## src/rtl/alu_issue.sv

```systemverilog
// alu_issue: RV32I ALU-op decode and issue through a 2-entry skid buffer; optional FORWARDING_EN adds a writeback bypass
module alu_issue (
    input  logic        clk,
    input  logic        rst_n,
    input  logic        in_valid,
    output logic        in_ready,
    input  logic [31:0] in_instr,
    input  logic [31:0] in_rs1_val,
    input  logic [31:0] in_rs2_val,
`ifdef FORWARDING_EN
    input  logic        fwd_valid,
    input  logic [4:0]  fwd_rd,
    input  logic [31:0] fwd_data,
`endif
    output logic        out_valid,
    input  logic        out_ready,
    output logic [31:0] out_a,
    output logic [31:0] out_b,
    output logic [2:0]  out_op3,
    output logic [6:0]  out_op7,
    output logic [4:0]  out_rd,
    output logic        out_illegal
);
    typedef struct packed {
        logic        ill;
        logic [31:0] a;
        logic [31:0] b;
        logic [2:0]  op3;
        logic [6:0]  op7;
        logic [4:0]  rd;
    } entry_t;

    typedef enum logic [1:0] {EMPTY, ONE, FULL} state_t;

    state_t      state, state_nx;
    entry_t      main_q, skid_q, dec;
    logic [31:0] r1, r2;
    logic [6:0]  opc, f7;
    logic [2:0]  f3;
    logic        acc, drn, is_op, is_imm, sh, op_ok, imm_ok, legal;

`ifdef FORWARDING_EN
    assign r1 = fwd_valid && fwd_rd != 5'd0 && fwd_rd == in_instr[19:15] ? fwd_data : in_rs1_val;
    assign r2 = fwd_valid && fwd_rd != 5'd0 && fwd_rd == in_instr[24:20] ? fwd_data : in_rs2_val;
`else
    logic unused_rs1;
    assign unused_rs1 = ^in_instr[19:15];
    assign r1 = in_rs1_val;
    assign r2 = in_rs2_val;
`endif

    assign opc    = in_instr[6:0];
    assign f3     = in_instr[14:12];
    assign f7     = in_instr[31:25];
    assign is_op  = opc == 7'b0110011;
    assign is_imm = opc == 7'b0010011;
    assign sh     = f3[1:0] == 2'b01;
    assign op_ok  = f7 == 7'd0 || (f7 == 7'b0100000 && (f3 == 3'b000 || f3 == 3'b101));
    assign imm_ok = f3 == 3'b001 ? f7 == 7'd0 : f3 == 3'b101 ? (f7 == 7'd0 || f7 == 7'b0100000) : 1'b1;
    assign legal  = is_op ? op_ok : is_imm && imm_ok;
    assign acc    = in_valid && in_ready;
    assign drn    = out_valid && out_ready;
    assign out_valid = state != EMPTY;
    assign {out_illegal, out_a, out_b, out_op3, out_op7, out_rd} = main_q;

    // decode the incoming word into a buffer entry; illegal words carry only the flag
    always_comb begin
        dec     = '0;
        dec.ill = !legal;
        if (legal) begin
            dec.a   = r1;
            dec.b   = is_op ? r2 : sh ? {27'd0, in_instr[24:20]} : {{20{in_instr[31]}}, in_instr[31:20]};
            dec.op3 = f3;
            dec.op7 = is_op || sh ? f7 : 7'd0;
            dec.rd  = in_instr[11:7];
        end
    end

    // occupancy next-state from accept/drain handshakes
    always_comb begin
        state_nx = state == EMPTY ? (acc ? ONE : EMPTY)
                 : state == ONE   ? (acc && !drn ? FULL : !acc && drn ? EMPTY : ONE)
                 :                  (drn ? ONE : FULL);
    end

    // occupancy register; in_ready is registered from the next occupancy
    always_ff @(posedge clk or negedge rst_n) begin
        if (!rst_n) begin
            state    <= EMPTY;
            in_ready <= 1'b1;
        end else begin
            state    <= state_nx;
            in_ready <= state_nx != FULL;
        end
    end

    // main feeds the outputs; skid catches the word accepted while main is stalled
    always_ff @(posedge clk or negedge rst_n) begin
        if (!rst_n) begin
            main_q <= '0;
            skid_q <= '0;
        end else if (state == FULL) begin
            if (drn) main_q <= skid_q;
        end else if (acc && (state == EMPTY || drn)) begin
            main_q <= dec;
        end else if (acc) begin
            skid_q <= dec;
        end
    end
endmodule

```

## config.mk

```make
export PLATFORM = sky130hd
export DESIGN_NAME = alu_issue
export DESIGN_NICKNAME = d
export VERILOG_FILES = /design/src/rtl/alu_issue.sv
export SDC_FILE = /design/constraint.sdc
export NUM_CORES = 1
export LEC_CHECK = 0
export ABC_CLOCK_PERIOD_IN_PS = 3600
export CORE_ASPECT_RATIO = 1.1
export CORE_UTILIZATION = 54
export DETAILED_ROUTE_END_ITERATION = 8
export GPL_TIMING_DRIVEN = 0
export PLACE_DENSITY = 0.89
export SLEW_MARGIN = 25
export SYNTH_ARGS = -nofsm -noshare
export SYNTH_HDL_FRONTEND = slang
export SYNTH_SLANG_ARGS = --single-unit
```

## constraint.sdc

```tcl
create_clock -name clk -period 3.6 [get_ports clk]
set_clock_uncertainty 0.2 [all_clocks]
set_input_delay 0.72 -clock clk [delete_from_list [all_inputs] [get_ports clk]]
set_output_delay 0.72 -clock clk [all_outputs]
set_load 0.01 [all_outputs]
```

==> metrics.yaml <==
postCtsResizedCells: 0
yosysMostFrequentCell: "dfrtp_1"
hold_depth: 2
clk_path_buf_depth: 2
finalWirelength_um: 21800
grt_use_total_pct: 31.1
dieArea_um2: 15000
path_class: "input port to register"
synth.top_cell.area_share_pct: 51.7
io_buffer_count: 176
rr_worst_depth: 6
setup_viol: 0
cp-start-kind: "input port"
clk_root_buffer_cell: "clkbuf_16"
pre_cts_ws_ns: 0.317
synth.area.top_cells: "dfrtp_1 52%, and4b_1 9.3%, o21ai_1 6.3%, a31oi_1 5.8%, o21ai_2 4.7%"
area_growth_pct: 34.8
wl_per_cell_um: 19.1
ys_warn_count: 0
fp.dieH_um: 128
synth_area_leader_cell: "dfrtp_1"
numClockSinks: 163
finalCritPeriodShare_pct: 86.3
final.setup.worst_slack_ns: 0.495
clkTransAtPathRegs_ns: 0.06
route.detailed.drc: 0
min-delay-path-class: "register to register"
synthesis.nets: 846
multi_input_area_um2: 3210
grt_max_degree: 84
place.gp.congestion: 0.833
rrSetupSlack_ns: 1.21
leakage_nw: 4.84
ys.flop_type: "dfrtp_1"
clk_latency_ns: 0.44
ys_seq_area_share_pct: 52.1
netlist_top_cells_count: "162 x dfrtp_1, 98 x o21ai_1, 86 x nand2_1"
grt_pass1_wl_um: 34900
avgSynthCellArea_um2: 10.5
cts_max_level: 4
tightest_slew_ns: 0.784
drive_gt1_share_pct: 13.4
placementRows: 45
ioPinCount: 182
cap_violations: 0
crit_arrival_ns: 3.25
finalHoldViolCount: 0
syn_area_um2: 7840
ff_latch_area_um2: 4080
ir_worst_vdd_mv: 0.329
die_w_um: 117
utilization_pct: 75.7
antenna_cells: 0
grt_pass1_vias: 6845
grt_setup_unrepaired: "false"
synth_cell_types: 45
max_freq_mhz: 322
slew_violations: 0
overflow: 0
synth_edf_count: 0
synthArstFlopShare_pct: 100
ys_ff_latch: 163
drtAntennaViolNets: 0
start_util_pct: 56.1
max-slew-margin-rel_pct: 47.7
grt_antenna_before_repair: 0
cp.required_ns: 3.74
critPathMaxFanout: 10
vias_per_cell: 5.89
num_vias: 6733
first_iter_violations: 531
numCtsBuffers: 17
fillCellCount: 989
cts_tree: "yes"
dp_hpwl_um: 14900
status: "finished, final reports clean"
finalNetCount: 1044
power-per-cell-area_nw_per_um2: 468
firstDrtPassIters: 5
coreArea_um2: 14000
syn_inst: 745
fin_crit_ns: 3.11
crit_path_end_kind: "register"
[metal layers]
metal / GRT usage, % / part of all wire [%] / vias up
met5: 0 / 0 / -
met4: 14.4 / 3.1 / 0
met3: 6.92 / 6.7 / 58
met2: 52.4 / 50 / 285
met1: 37.9 / 40 / 3303
li1: - / - / 3087
[area by class of cell]
type                    count  share of cell area [%]
inverters                  45                    1.60
multi-input cells         469                    30.4
repair buffers            179                    17.3
flip-flops and latches    163                    38.6
clock inverters            13                    1.95
well taps                 188                    2.23
plain buffers              68                    3.61
clock buffers              19                    4.29
[path summary, 6_finish.rpt]
check,from,endpoint
setup / recovery,out_ready,in_ready
hold / removal,skid_q[62],skid_q[62]
setup reg to reg,state[1],out_illegal
hold reg to reg,skid_q[62],skid_q[62]
max in group asynchronous,rst_n,out_a[13]
min in group asynchronous,rst_n,out_b[6]
[flip-flops by register name, indices dropped and copies added, names as in the netlist]
name / flops
out_op3: 3
out_rd: 5
in_ready: 1
out_a: 32
skid_q: 80
state: 2
out_b: 32
out_op7: 7
out_illegal: 1
[kinds of logic after synthesis]
group / after synthesis / share of synthesized area (%)
flip-flops: 163 / 52.1
AO/OA/AOI/OAI: 236 / 19.1
adder cells (fa/ha/maj): 1 / 0.160
AND/OR/NAND/NOR: 221 / 20.3
buffers and inverters: 113 / 7.02
multiplexers: 11 / 1.40
[power breakdown]
part	leakage [nW]	internal, mW	switching (mW)	total, mW
Combinational	2.26	0.347	0.706	1.05
Sequential	2.26	1.87	0.0189	1.88
Clock	0.319	1.27	0.744	2.01
[metrics by stage]
stage | area [um^2] | hold WS (ns) | instances | power [mW] | TNS, ns
2_1_floorplan | 7840 | 0.224 | 745 | 2.48 | 0
3_3_place_gp | 9840 | 0.252 | 1109 | 2.92 | -785.70
3_5_place_dp | 9900 | 0.258 | 1111 | 2.94 | 0
4_1_cts | 10600 | 0.273 | 1144 | 4.94 | 0
5_1_grt | 10600 | 0.296 | 1144 | 5.12 | 0
6_report | 10600 | 0.268 | 1144 | 4.95 | 0
[cells in the final DEF (no fill, tap or decap), drive strengths merged]
master         instances
clkdlybuf4s50        175
dfrtp                162
o21ai                154
nand2                 86
and4b                 73
a31oi                 73
clkbuf                67
inv                   45
nor2                  25
buf                   23
and2                  13
mux2i                 11
nand3                  7
clkinv                 6
bufinv                 5
nand4                  4
nand3b                 2
clkinvlp               2
and2b                  2
o32ai                  2
nor3                   2
or2                    1
a31o                   1
a211oi                 1
o211ai                 1
or4                    1
or4b                   1
a2111oi                1
a21o                   1
or3                    1
or3b                   1
nand2b                 1
nand4b                 1
o211a                  1
a21boi                 1
ha                     1
dlygate4sd3            1
dfstp                  1
[worst max-delay path, stage by stage]
cell and delay (ns):
clkdlybuf4s50_1 0.61, clkbuf_1 0.53, clkbuf_1 0.41, nand2_1 0.10, ha_1 0.30, a211oi_1 0.40, o21ai_0 0.17
[repair_timing]
item,CTS,global route
hold buffers,1,0
buffers inserted,0,0
hold endpoints to repair,19,0
(Power assumes the default switching activity.)
